--- src/rtl/cpu_pkg.sv ---
// Shared VeriRISC definitions: opcode encodings, sequencer phases and default opcode width.
package cpu_pkg;

    localparam int OPCODE_WIDTH = 3;

    localparam logic [2:0] HLT = 3'd0;
    localparam logic [2:0] SKZ = 3'd1;
    localparam logic [2:0] ADD = 3'd2;
    localparam logic [2:0] AND = 3'd3;
    localparam logic [2:0] XOR = 3'd4;
    localparam logic [2:0] LDA = 3'd5;
    localparam logic [2:0] STO = 3'd6;
    localparam logic [2:0] JMP = 3'd7;

    typedef enum logic [2:0] {
        INST_ADDR  = 3'd0,
        INST_FETCH = 3'd1,
        INST_LOAD  = 3'd2,
        IDLE       = 3'd3,
        OP_ADDR    = 3'd4,
        OP_FETCH   = 3'd5,
        ALU_OP     = 3'd6,
        STORE      = 3'd7
    } phase_e;

endpackage

--- src/rtl/controller_if.sv ---
// Sequencer <-> datapath bundle: opcode/flags in, phase and control strobes out.
interface controller_if #(parameter int OPCODE_WIDTH = cpu_pkg::OPCODE_WIDTH);
    logic [OPCODE_WIDTH-1:0] opcode;
    logic                    zero;
    logic                    go;
    logic [2:0]              phase;
    logic                    sel;
    logic                    rd;
    logic                    ld_ir;
    logic                    inc_pc;
    logic                    ld_pc;
    logic                    ld_ac;
    logic                    wr;
    logic                    data_e;
    logic                    halt;

    modport master (
        input  opcode, zero, go,
        output phase, sel, rd, ld_ir, inc_pc, ld_pc, ld_ac, wr, data_e, halt
    );

    modport slave (
        output opcode, zero, go,
        input  phase, sel, rd, ld_ir, inc_pc, ld_pc, ld_ac, wr, data_e, halt
    );
endinterface

--- src/rtl/controller.sv ---
// VeriRISC instruction sequencer: eight-phase fetch/decode/execute loop with halt/resume.
//
//  state      | meaning
//  INST_ADDR  | PC drives memory address
//  INST_FETCH | read instruction
//  INST_LOAD  | load IR
//  IDLE       | IR load held, opcode settles
//  OP_ADDR    | bump PC; HLT parks here while halted
//  OP_FETCH   | read operand for ALU ops
//  ALU_OP     | SKZ skip / JMP load / STO drive bus
//  STORE      | accumulator load, jump or memory write
module controller
    import cpu_pkg::*;
#(
    parameter int OPCODE_WIDTH = cpu_pkg::OPCODE_WIDTH
) (
    input  logic          clk,
    input  logic          rst_n,
    controller_if.master  bus
);

    phase_e                  phase;
    logic                    halted;
    logic [OPCODE_WIDTH-1:0] opcode;
    logic                    is_hlt, is_skz, is_sto, is_jmp, is_alu;

    assign opcode = bus.opcode;
    assign is_hlt = (opcode == OPCODE_WIDTH'(HLT));
    assign is_skz = (opcode == OPCODE_WIDTH'(SKZ));
    assign is_sto = (opcode == OPCODE_WIDTH'(STO));
    assign is_jmp = (opcode == OPCODE_WIDTH'(JMP));
    assign is_alu = (opcode == OPCODE_WIDTH'(ADD)) || (opcode == OPCODE_WIDTH'(AND)) ||
                    (opcode == OPCODE_WIDTH'(XOR)) || (opcode == OPCODE_WIDTH'(LDA));

    // A go coinciding with the HLT-decode edge is dropped: halted is not yet set.
    always_ff @(posedge clk or negedge rst_n) begin
        if (!rst_n) begin
            phase  <= INST_ADDR;
            halted <= 1'b0;
        end else if (halted) begin
            if (bus.go) begin
                halted <= 1'b0;
                phase  <= INST_ADDR;
            end
        end else if (phase == OP_ADDR && is_hlt) begin
            halted <= 1'b1;
        end else begin
            phase <= phase_e'(phase + 3'd1);
        end
    end

    logic sel, rd, ld_ir, inc_pc, ld_pc, ld_ac, wr, data_e, halt;

    // zero feeds the decode directly so SKZ sees the live flag during ALU_OP.
    always_comb begin
        sel    = 1'b0;
        rd     = 1'b0;
        ld_ir  = 1'b0;
        inc_pc = 1'b0;
        ld_pc  = 1'b0;
        ld_ac  = 1'b0;
        wr     = 1'b0;
        data_e = 1'b0;
        halt   = 1'b0;
        if (halted) begin
            halt = 1'b1;
        end else begin
            case (phase)
                INST_ADDR:  sel = 1'b1;
                INST_FETCH: begin sel = 1'b1; rd = 1'b1; end
                INST_LOAD,
                IDLE:       begin sel = 1'b1; rd = 1'b1; ld_ir = 1'b1; end
                OP_ADDR:    begin inc_pc = 1'b1; halt = is_hlt; end
                OP_FETCH:   rd = is_alu;
                ALU_OP: begin
                    rd     = is_alu;
                    inc_pc = is_skz && bus.zero;
                    ld_pc  = is_jmp;
                    data_e = is_sto;
                end
                STORE: begin
                    rd     = is_alu;
                    ld_ac  = is_alu;
                    ld_pc  = is_jmp;
                    wr     = is_sto;
                    data_e = is_sto;
                end
                default: ;
            endcase
        end
    end

    assign bus.phase  = phase;
    assign bus.sel    = sel;
    assign bus.rd     = rd;
    assign bus.ld_ir  = ld_ir;
    assign bus.inc_pc = inc_pc;
    assign bus.ld_pc  = ld_pc;
    assign bus.ld_ac  = ld_ac;
    assign bus.wr     = wr;
    assign bus.data_e = data_e;
    assign bus.halt   = halt;

endmodule

--- src/flat_wrapper.sv ---
// flat-port wrapper written by rule: the top's interface ports become plain ports
module controller_flat import cpu_pkg::*;
#(
    parameter int OPCODE_WIDTH = cpu_pkg::OPCODE_WIDTH
)
  (clk, rst_n, bus_opcode, bus_zero, bus_go, bus_phase, bus_sel, bus_rd, bus_ld_ir, bus_inc_pc, bus_ld_pc, bus_ld_ac, bus_wr, bus_data_e, bus_halt);
  controller_if #(.OPCODE_WIDTH(OPCODE_WIDTH)) bus_i ();
  input  logic clk;
  input  logic rst_n;
  input wire logic [$bits(bus_i.opcode)-1:0] bus_opcode;
  input wire logic [$bits(bus_i.zero)-1:0] bus_zero;
  input wire logic [$bits(bus_i.go)-1:0] bus_go;
  output wire logic [$bits(bus_i.phase)-1:0] bus_phase;
  output wire logic [$bits(bus_i.sel)-1:0] bus_sel;
  output wire logic [$bits(bus_i.rd)-1:0] bus_rd;
  output wire logic [$bits(bus_i.ld_ir)-1:0] bus_ld_ir;
  output wire logic [$bits(bus_i.inc_pc)-1:0] bus_inc_pc;
  output wire logic [$bits(bus_i.ld_pc)-1:0] bus_ld_pc;
  output wire logic [$bits(bus_i.ld_ac)-1:0] bus_ld_ac;
  output wire logic [$bits(bus_i.wr)-1:0] bus_wr;
  output wire logic [$bits(bus_i.data_e)-1:0] bus_data_e;
  output wire logic [$bits(bus_i.halt)-1:0] bus_halt;
  assign bus_i.opcode = bus_opcode;
  assign bus_i.zero = bus_zero;
  assign bus_i.go = bus_go;
  assign bus_phase = bus_i.phase;
  assign bus_sel = bus_i.sel;
  assign bus_rd = bus_i.rd;
  assign bus_ld_ir = bus_i.ld_ir;
  assign bus_inc_pc = bus_i.inc_pc;
  assign bus_ld_pc = bus_i.ld_pc;
  assign bus_ld_ac = bus_i.ld_ac;
  assign bus_wr = bus_i.wr;
  assign bus_data_e = bus_i.data_e;
  assign bus_halt = bus_i.halt;
  controller #(.OPCODE_WIDTH(OPCODE_WIDTH)) u_core (.clk(clk), .rst_n(rst_n), .bus(bus_i));
endmodule
--- config.mk ---
export PLATFORM = sky130hd
export DESIGN_NAME = controller_flat
export DESIGN_NICKNAME = d
export VERILOG_FILES = /design/src/rtl/cpu_pkg.sv /design/src/rtl/controller_if.sv /design/src/rtl/controller.sv /design/src/flat_wrapper.sv
export SDC_FILE = /design/constraint.sdc
export NUM_CORES = 1
export LEC_CHECK = 0
export CORE_AREA = 2 2 39 41
export CTS_BUF_LIST = sky130_fd_sc_hd__clkbuf_8
export CTS_CLUSTER_DIAMETER = 50
export DETAILED_ROUTE_END_ITERATION = 10
export DIE_AREA = 0 0 41 43
export PLACE_DENSITY = 0.7
export SETUP_SLACK_MARGIN = 0.1
export SYNTH_ARGS = -nofsm -noshare
export SYNTH_HDL_FRONTEND = slang
export SYNTH_SLANG_ARGS = --single-unit
--- constraint.sdc ---
create_clock -name clk -period 1.44 [get_ports clk]
set_clock_uncertainty 0.15 [all_clocks]
set_input_delay 0.144 -clock clk [delete_from_list [all_inputs] [get_ports clk]]
set_output_delay 0.144 -clock clk [all_outputs]
set_load 0.005 [all_outputs]
==> metrics.md, run 1 <==
| Metric | Value |
|---|---|
| Post-Synthesis Cells | `51` |
| Cts bufs inserted | `3` |
| Met3 Track Usage GR | `3.66%` |
| CP max stage cell | `dfrtp_2` |
| GR Util met2 | `38.8%` |
| Rel. slew slack | `75.3%` |
| Setup TNS | `-4.11 ns` |
| CP delay by family, top | `flip-flops` |
| Mapped Area | `408 um^2` |
| Crit path max fanout | `3` |
| Worst EP arrival | `1.64 ns` |
| Commonest non-fill, non-tap cell in the layout | `buf_4` |
| DRC violations left | `0` |
| Syn Area/Cell | `8.00 um^2` |
| Port Buffer Count | `18` |
| Worst Path Class, Setup | `reg -> out` |
| Combinational family with the most area after synthesis | `simple AND/OR/NAND/NOR gates` |
| Hold crit path type | `in -> reg` |
| Leak | `0.439 nW` |
| Vias in the first global route | `595` |
| Slowest stage delay, CP | `0.44 ns` |
| Detailed-router iteration count before antenna repair | `4` |
| Fin nets | `113` |
| Most frequent cells in the layout | `buf_4 (15), buf_6 (13), buf_2 (7), clkdlybuf4s50_1 (6), ha_4 (5)` |
| Max Clk Rate | `0.517 GHz` |
| ANT nets after route | `0` |
| Power Dens Cells | `2200 nW/um^2` |
| R2R setup slack | `-0.34 ns` |
| Worst EP required | `1.15 ns` |
| N_diodes | `0` |
| Status | `finished with violations` |
| Grt met1 use | `20.5%` |
| Drt total wl | `1700 um` |
| Via-to-Cell Ratio | `5.03` |
| Critical path buffers and inverters | `2` |
| Crit path launch type | `register` |
| Setup WS post-layout | `-0.494 ns` |
| Initial Utilization | `29.5%` |
| Gpl congestion | `0.764` |
| Mux share of post-synthesis cell area | `0%` |
| P&R area growth vs syn | `143%` |
| Area of the multi-input gates | `413 um^2` |
| Die area | `1760 um^2` |
| Least-Margin Pin Slew | `0.371 ns` |
| Std-Cell Rows | `14` |
| HPWL after DPL | `1030 um` |
| Post-synthesis cell type count | `24` |
| Clock sinks | `4` |
| Initial antenna violation count | `0` |
| Post-Synth Adder-Cell Area | `18.4%` |
| FF+latch area | `103 um^2` |
| RSZ-0062 raised after global routing | `yes` |
| H-Tree Level Count | `1` |
| Filler cell count | `100` |
| CTS tree | `yes` |
| Top Usage Layer GRT | `met2` |
| Period utilisation layout | `134%` |
| Synthesized Nets | `64` |
| Placed insts | `99` |
| Critical Path, Cell by Cell | `buf_6 -> ha_4 -> or3_1 -> a21oi_1 -> nor2_1 -> buf_2` |
| Core area | `1380 um^2` |
| Post-synthesis compound-gate area fraction | `19.6%` |
| Via count | `578` |
| Synth Register Bits | `4` |
| Hold Vio Cnt, Final | `0` |
| Tmin final | `1.93 ns` |
| Peak supply drop | `1.28 mV` |
| CTS root buf | `clkbuf_8` |
| Ys Warns | `0` |
| Die span in y | `43 um` |
| Hold slack final | `0.417 ns` |
| CP endpoint kind | `output port` |
| Post-Synth XOR/XNOR Area | `2.15%` |
| First-pass GRT wire length | `2480 um` |
| Grt ovf | `0` |
| GRT Overall Usage | `22.3%` |
| CTS clk-pin slew, worst paths | `0.04 ns` |
| I/O pin count | `19` |
| Max Buffers Root-to-Sink | `2` |
| Fin. max-slew vios | `0` |
| Final setup vio count | `14` |
| Die W | `41 um` |
| Clock latency on the worst-skew pair | `0.22 ns` |
| Failing checks | `negative setup slack` |
| Largest net degree at the start of global routing | `11` |
| Layout cells sized above 1 | `63.6%` |
| Simple-Gate Fraction of Synth Area | `29.8%` |
| WL per Instance | `14.8 um` |
| Fin cells | `115` |
| Post-synthesis sequential area ratio | `24.5%` |
| DRC marker count from the first detailed-route iteration | `9` |
| Max Cap Violations | `0` |
[power by group]
group | internal, W | switching [W]
clock network | 0.000182 | 0.0000659
registers | 0.000169 | 0.0000904
logic | 0.000990 | 0.000680
total | 0.00134 | 0.000837
[flip-flops by register name (all words and copies together) (netlist names)]
| register | cells |
|---|---|
| u_core.bus.phase | 3 |
| u_core.halted | 1 |
[final timing paths]
check	start	endpoint	cells after the start
hold / removal	bus_go	u_core.halted	2
max in group asynchronous	rst_n	u_core.bus.phase[1]	2
setup reg to reg	u_core.bus.phase[0]	u_core.bus.phase[0]	9
min in group asynchronous	rst_n	u_core.bus.phase[2]	2
setup / recovery	u_core.bus.phase[0]	bus_sel	6
hold reg to reg	u_core.halted	u_core.bus.phase[0]	2
[metrics by stage]
step	setup WS, ns	power [W]	cell area [um^2]	utilization, %
final	-0.494	0.00218	992	71.7
after global placement	-0.596	0.00130	738	53.3
after CTS	-0.486	0.00188	922	66.6
after detailed placement	-0.569	0.00133	738	53.3
after floorplan	-0.0196	0.000693	433	-
after global routing	-0.546	0.00235	992	71.7
[cell families after synthesis]
group / Yosys count
buf+inv: 5
flops: 4
simple gates: 23
compound gates: 12
xor+xnor: 1
fa+ha+maj: 6
[layer usage]
layer	part of all wire (%)	wire length, um	vias to the layer above
met5	0	0	-
met4	4.7	79	0
met3	6.4	108	8
met2	51	861	25
met1	38	649	261
li1	-	-	284
[Yosys cell counts (all sizes together)]
cell | number | share of area, %
o21ai | 1 | 1.2
or2 | 1 | 1.5
nor3b | 1 | 1.8
o211ai | 2 | 3.7
nor2 | 4 | 3.7
nand3b | 1 | 1.8
nand3 | 1 | 1.2
nand2 | 6 | 5.5
o21a | 1 | 1.8
a21oi | 4 | 4.9
ha | 6 | 18
or3 | 2 | 3.1
a41oi | 1 | 2.1
o32ai | 2 | 4.3
dfrtp | 4 | 25
xnor2 | 1 | 2.1
nor4 | 2 | 3.1
and3b | 1 | 2.1
nor3 | 3 | 3.7
a31oi | 1 | 1.5
inv | 4 | 3.7
buf | 1 | 1.8
nor4b | 1 | 2.1
[cell type report]
class | count | area share (%)
clock buffers | 3 | 4.16
clock inverters | 1 | 0.378
repair buffers | 45 | 38.7
multi-input cells | 42 | 41.6
well taps | 16 | 2.02
flip-flops and latches | 4 | 10.3
inverters | 4 | 2.77
[what timing repair did]
| item | CTS | global route |
|---|---|---|
| buffers inserted | 12 | 5 |
| resized for setup | 47 | 37 |
| endpoints found under the hold margin | 4 | 0 |
| hold buffers | 1 | 0 |
| pin swaps | 8 | 7 |
| endpoints found under the setup margin | 16 | 15 |
Power figures use the tool's default switching activity.
==> inputs of run 2 (changes only) <==
--- a/config.mk
+++ b/config.mk
@@ -10,7 +10,9 @@
 export CTS_CLUSTER_DIAMETER = 50
 export DETAILED_ROUTE_END_ITERATION = 10
 export DIE_AREA = 0 0 41 43
-export PLACE_DENSITY = 0.7
+export GPL_ROUTABILITY_DRIVEN = 0
+export HOLD_SLACK_MARGIN = 0.06
+export PLACE_DENSITY_LB_ADDON = 0.1
 export SETUP_SLACK_MARGIN = 0.1
 export SYNTH_ARGS = -nofsm -noshare
 export SYNTH_HDL_FRONTEND = slang
==> run 2 against run 1 <==
Against the previous run:
- die area stayed put
- global-route usage decreased by 2.1 points
- clock-buffer cell count did not move
- largest cell class unchanged
- critical path type unchanged
- cell area fell by 3.2%
- the run still ends with negative setup slack left
==> metrics.md, run 2 (synthesis gave the netlist of run 1 again) <==
| Metric | Value |
|---|---|
| Area after DPL | `746 um^2 (+1.0%)` |
| ANT nets after route | `0 (unchanged)` |
| Flop pwr share | `12.4% (+0.5 points)` |
| Worst R2R End | `u_core.bus.phase[2]` |
| Pre-CTS setup slack | `-0.564 ns (+0.00548 ns)` |
| Reg2Reg Launch Point | `u_core.bus.phase[1]` |
| Grt ovf | `0 (unchanged)` |
| Final setup vio count | `13 (-1)` |
| Total power | `0.00192 W (-12%)` |
| CTS tree | `yes` |
| Initial antenna violation count | `0 (unchanged)` |
| Leak | `0.431 nW (-1.7%)` |
| FF+latch area | `103 um^2 (unchanged)` |
| Die span in y | `43 um (unchanged)` |
| WL per Instance | `13.3 um (-9.7%)` |
| Fin nets | `110 (-2.7%)` |
| Least-Margin Pin Slew | `0.268 ns (-0.103 ns)` |
| Commonest non-fill, non-tap cell in the layout | `buf_4` |
| RSZ-0062 raised after global routing | `yes` |
| Clock power share | `12.7% (+1.3 points)` |
| DRC violations left | `0 (unchanged)` |
| Biggest regs | `u_core.bus.phase (3), u_core.halted (1)` |
| Register-to-Register Path Depth | `8 (-1)` |
| Biggest register | `u_core.bus.phase` |
| Crit path launch type | `register` |
| Via count | `555 (-4.0%)` |
| First-pass GRT wire length | `2400 um (-3.3%)` |
| Switching Share | `38.0% (-0.42 points)` |
| Filler cell count | `118 (+18%)` |
| Die W | `41 um (unchanged)` |
| Fin cells | `112 (-2.6%)` |
| Die area | `1760 um^2 (unchanged)` |
| Failing checks | `negative setup slack` |
| Core area | `1380 um^2 (unchanged)` |
| Max Clk Rate | `0.531 GHz (+2.7%)` |
| Area of the multi-input gates | `420 um^2 (+1.8%)` |
| Via-to-Cell Ratio | `4.96 (-1.4%)` |
| Power Dens Cells | `2000 nW/um^2 (-9.1%)` |
| Most frequent cells in the layout | `buf_4 (17), buf_2 (7), ha_4 (6), clkdlybuf4s50_1 (6), buf_6 (6)` |
| Worst EP required | `1.15 ns (about the same)` |
| Final instance area | `961 um^2 (-3.2%)` |
| R2R setup slack | `-0.28 ns (+0.06 ns)` |
| Largest net degree at the start of global routing | `8 (-3)` |
| CTS clk-pin slew, worst paths | `0.03 ns (about the same)` |
| Layout cells sized above 1 | `60.4% (-3.2 points)` |
| GRT Overall Usage | `20.2% (-2.1 points)` |
| Placed insts | `100 (+1.0%)` |
| Vias in the first global route | `570 (-4.2%)` |
| Cts bufs inserted | `3 (unchanged)` |
| Std-Cell Rows | `14 (unchanged)` |
| WHS Endpoint | `u_core.bus.phase[0]` |
| DRC marker count from the first detailed-route iteration | `1 (-8)` |
| Port Buffer Count | `18 (unchanged)` |
| Initial Utilization | `29.5% (unchanged)` |
| Fin. max-slew vios | `0 (unchanged)` |
| Rel. slew slack | `82.1% (+6.8 points)` |
| Int Pwr | `0.00119 W (-11%)` |
| Crit path max fanout | `5 (+2)` |
| H-Tree Level Count | `1 (unchanged)` |
| HP Start | `bus_go` |
| Peak supply drop | `1.37 mV (+7.7%)` |
| Worst Path Class, Setup | `reg -> out` |
| Hold crit path type | `in -> reg` |
| P&R area growth vs syn | `136%` |
| Worst hold path depth | `2 (unchanged)` |
| Psw | `0.000729 W (-13%)` |
| I/O pin count | `19 (unchanged)` |
| Tmin final | `1.88 ns (-0.0515 ns)` |
| N_diodes | `0 (unchanged)` |
| Max Cap Violations | `0 (unchanged)` |
| Worst EP arrival | `1.59 ns (-0.05 ns)` |
| Hold Vio Cnt, Final | `0 (unchanged)` |
| Max FFs per register | `3 (unchanged)` |
| Detailed-router iteration count before antenna repair | `3 (-1)` |
| HPWL after DPL | `953 um (-7.2%)` |
| Period utilisation layout | `131% (-3.6 points)` |
| Status | `finished with violations` |
| Drt total wl | `1490 um (-12%)` |
| CP endpoint kind | `output port` |
| Comb power frac | `75.0% (-1.7 points)` |
| Max Buffers Root-to-Sink | `2 (unchanged)` |
| Setup WS post-layout | `-0.442 ns (+0.0515 ns)` |
| Clock sinks | `4 (unchanged)` |
| CTS root buf | `clkbuf_8` |
| Clock latency on the worst-skew pair | `0.22 ns (about the same)` |
==> run 2: worst max path at each step <==
stage	startpoint	end	cells past startpoint
after floorplan	u_core.bus.phase[1]	bus_sel	5
after global placement	u_core.bus.phase[1]	bus_rd	5
after detailed placement	bus_opcode[2]	bus_rd	5
after CTS	u_core.bus.phase[0]	bus_sel	6
after global routing	u_core.bus.phase[0]	bus_sel	6
final	u_core.bus.phase[1]	bus_sel	6
==> run 2: per-layer routing <==
metal  vias up  GRT usage, %  share of wire (%)
met5         -             0                  0
met4         0          8.00                1.0
met2        11          34.1                 51
met1       262          24.8                 45
li1        280             -                  -
met3         2          1.57                3.0
==> run 2: cell type report <==
type / count / share of cell area (%)
clock inverter: 1 / 0.391
tap: 16 / 2.08
clock buffer: 3 / 4.30
inverter: 4 / 1.82
sequential: 4 / 10.7
multi-input combinational: 42 / 43.7
timing repair buffer: 42 / 37.0
==> run 2: repair_timing <==
item	in CTS	in global routing
setup buffers	7	1
hold endpoints to repair	4	0
pin swaps	11	4
hold buffers	1	0
resized for setup	52	13
endpoints found under the setup margin	16	15
==> run 2: power by group through the flow <==
stage / sequential [W] / clock [W] / combinational, W
after floorplan: 0.000237 / 0 / 0.000456
after global placement: 0.000232 / 0 / 0.00105
after detailed placement: 0.000232 / 0 / 0.00104
after CTS: 0.000227 / 0.000249 / 0.00130
after global routing: 0.000246 / 0.000259 / 0.00157
final: 0.000237 / 0.000243 / 0.00144
==> run 2: critical path: stages, from the launching register on <==
cell	delay [ns]
dfrtp_2	0.43
buf_6	0.14
ha_4	0.17
or3_4	0.33
a21oi_2	0.14
nor2_1	0.04
buf_2	0.11
==> run 2: through the flow <==
stage          utilization [%]  hold WS (ns)  TNS [ns]
6_report                  69.4         0.425     -3.79
5_1_grt                   69.4         0.479     -4.49
4_1_cts                   66.1         0.431     -3.78
3_5_place_dp              53.9         0.206     -4.65
3_3_place_gp              53.9         0.212     -4.60
2_1_floorplan                -        -0.302   -0.0248
==> inputs of run 3 (changes only) <==
==> constraint.sdc (replaced) <==
create_clock -name clk -period 1.75 [get_ports clk]
set_clock_uncertainty 0.15 [all_clocks]
set_input_delay 0.175 -clock clk [delete_from_list [all_inputs] [get_ports clk]]
set_output_delay 0.175 -clock clk [all_outputs]
set_load 0.005 [all_outputs]
==> run 3 against run 2 <==
Against the previous run:
- the flow still finishes with violations (negative setup slack)
- non-clock buffer count up 4
- die area unchanged
- sequential share of layout area down 0.37 points
- clock-buffer cell count unchanged
- first-iteration DRC count rose to 7.0 times the previous value
==> metrics.md, run 3 (synthesis gave the netlist of run 1 again) <==
| Metric | Value |
|---|---|
| Worst Path Class, Setup | `reg -> out` |
| Grt met1 use | `20.5% (-4.3 points)` |
| Core area | `1380 um^2 (unchanged)` |
| First-pass GRT wire length | `2320 um (-3.5%)` |
| Max FFs per register | `3 (unchanged)` |
| DRC violations left | `0 (unchanged)` |
| Via count | `607 (+9.4%)` |
| Met3 Track Usage GR | `3.66% (+2.1 points)` |
| I/O pin count | `19 (unchanged)` |
| Top Usage Layer GRT | `met2` |
| N_diodes | `0 (unchanged)` |
| Die span in y | `43 um (unchanged)` |
| Final setup vio count | `7 (-6)` |
| Worst Setup EP | `bus_sel` |
| Reg2Reg Launch Point | `u_core.bus.phase[1]` |
| CTS clk-pin slew, worst paths | `0.03 ns (about the same)` |
| Slowest stage delay, CP | `0.41 ns (-0.02 ns)` |
| DRC marker count from the first detailed-route iteration | `7 (+6)` |
| GRT Overall Usage | `20.7% (+0.48 points)` |
| Least-Margin Pin Slew | `0.353 ns (+0.0852 ns)` |
| Max Buffers Root-to-Sink | `2 (unchanged)` |
| Max Clk Rate | `0.512 GHz` |
| HPWL after DPL | `948 um (-0.51%)` |
| Placed insts | `100 (unchanged)` |
| Hold crit path type | `in -> reg` |
| Port Buffer Count | `18 (unchanged)` |
| Initial Utilization | `29.5% (unchanged)` |
| P&R area growth vs syn | `147%` |
| GR Util met2 | `34.1% (unchanged)` |
| Worst setup path startpoint | `u_core.bus.phase[1]` |
| Detailed-router iteration count before antenna repair | `4 (+1)` |
| Max Cap Violations | `0 (unchanged)` |
| Fin. max-slew vios | `0 (unchanged)` |
| Die area | `1760 um^2 (unchanged)` |
| Hold Vio Cnt, Final | `0 (unchanged)` |
| Grt ovf | `0 (unchanged)` |
| Layout cells sized above 1 | `69.7% (+9.3 points)` |
| Fin cells | `115 (+2.7%)` |
| Biggest regs | `u_core.bus.phase (3), u_core.halted (1)` |
| Clock latency on the worst-skew pair | `0.22 ns (about the same)` |
| Critical Path, Cell by Cell | `buf_6 -> inv_6 -> ha_4 -> or3_4 -> a21oi_2 -> nor2_1 -> buf_2` |
| Largest net degree at the start of global routing | `9 (+1)` |
| Peak supply drop | `1.11 mV (-19%)` |
| Std-Cell Rows | `14 (unchanged)` |
| Cts bufs inserted | `3 (unchanged)` |
| Die W | `41 um (unchanged)` |
| Pre-CTS setup slack | `-0.336 ns (+0.228 ns)` |
| WL per Instance | `15.2 um (+14%)` |
| Failing checks | `negative setup slack` |
| RSZ-0062 raised after global routing | `yes` |
| ANT nets after route | `0 (unchanged)` |
| H-Tree Level Count | `1 (unchanged)` |
| CP endpoint kind | `output port` |
| Initial antenna violation count | `0 (unchanged)` |
| Biggest register | `u_core.bus.phase` |
| Most frequent cells in the layout | `buf_4 (20), buf_2 (9), buf_6 (8), clkdlybuf4s50_1 (7), ha_4 (6)` |
| Fin nets | `114 (+3.6%)` |
| Period utilisation layout | `112%` |
| Leak | `0.436 nW (+1.0%)` |
| Tmin final | `1.95 ns` |
| CTS root buf | `clkbuf_8` |
| Setup WS post-layout | `-0.203 ns (+0.239 ns)` |
| Clock sinks | `4 (unchanged)` |
| Worst EP arrival | `1.63 ns (+0.04 ns)` |
| Status | `finished with violations` |
| CTS tree | `yes` |
| Hold slack final | `0.471 ns (+0.0457 ns)` |
| Crit path launch type | `register` |
| CP max stage cell | `dfrtp_2` |
| R2R setup slack | `0.02 ns (+0.30 ns)` |
| Power Dens Cells | `1800 nW/um^2 (-9.9%)` |
| Vias in the first global route | `553 (-3.0%)` |
| Rel. slew slack | `76.5% (-5.6 points)` |
| Commonest non-fill, non-tap cell in the layout | `buf_4` |
| Register-to-Register Path Depth | `8 (unchanged)` |
| Crit path max fanout | `4 (-1)` |
| Worst R2R End | `u_core.bus.phase[0]` |
| Worst EP required | `1.42 ns (+0.27 ns)` |
| Fin util | `72.8% (+3.3 points)` |
| Via-to-Cell Ratio | `5.28 (+6.5%)` |
| Drt total wl | `1750 um (+17%)` |
## run 3: worst min path at each step
stage | slack (ns) | to | depth (start not counted) | start
after CTS | 0.44 | u_core.bus.phase[0] | 2 | bus_go
after global routing | 0.49 | u_core.bus.phase[0] | 2 | bus_go
after floorplan | -0.27 | u_core.bus.phase[0] | 0 | rst_n
after global placement | 0.24 | u_core.bus.phase[2] | 1 | rst_n
final | 0.47 | u_core.bus.phase[0] | 2 | bus_go
after detailed placement | 0.23 | u_core.bus.phase[2] | 1 | rst_n
## run 3: timing repair
action                     in CTS  in global routing
hold endpoints to repair        4                  0
gates cloned                    0                  0
pin swaps                      10                  7
hold buffers                    1                  0
buffers inserted                9                  3
setup endpoints to repair      12                 12
gates resized for setup        47                 34
## run 3: critical path: cells and delay by family (launching register included)
family / cells / cell delay, ns
and+or+nand+nor: 2 / 0.42
DFF: 1 / 0.41
buffers and inverters: 3 / 0.31
adders and majority gates: 1 / 0.15
AOI/OAI and AO/OA: 1 / 0.12
## run 3: power by group
part | switching [W] | internal [W]
clock network | 0.0000503 | 0.000147
logic | 0.000573 | 0.000827
registers | 0.0000723 | 0.000142
## run 3: area by class of cell
cell class,count,area (um^2)
fill,106,377
timing repair buffer,46,374
multi-input combinational,42,448
sequential,4,104
clock buffer,3,41.3
inverter,4,20.0
tap,16,20.0
## run 3: stage by stage
stage	instance area (um^2)	total power, W	TNS, ns
3_5_place_dp	721	0.00105	-1.99
4_1_cts	913	0.00153	-1.08
6_report	1010	0.00181	-0.592
2_1_floorplan	408	0.000531	0
5_1_grt	1010	0.00192	-0.915
3_3_place_gp	721	0.00105	-1.98
## run 3: routing by layer
layer | up-vias | part of all wire (%) | wire (um)
li1 | 288 | - | -
met5 | - | 0 | 0
met4 | 0 | 2.3 | 40
met1 | 298 | 37 | 651
met2 | 17 | 55 | 967
met3 | 4 | 5.0 | 88
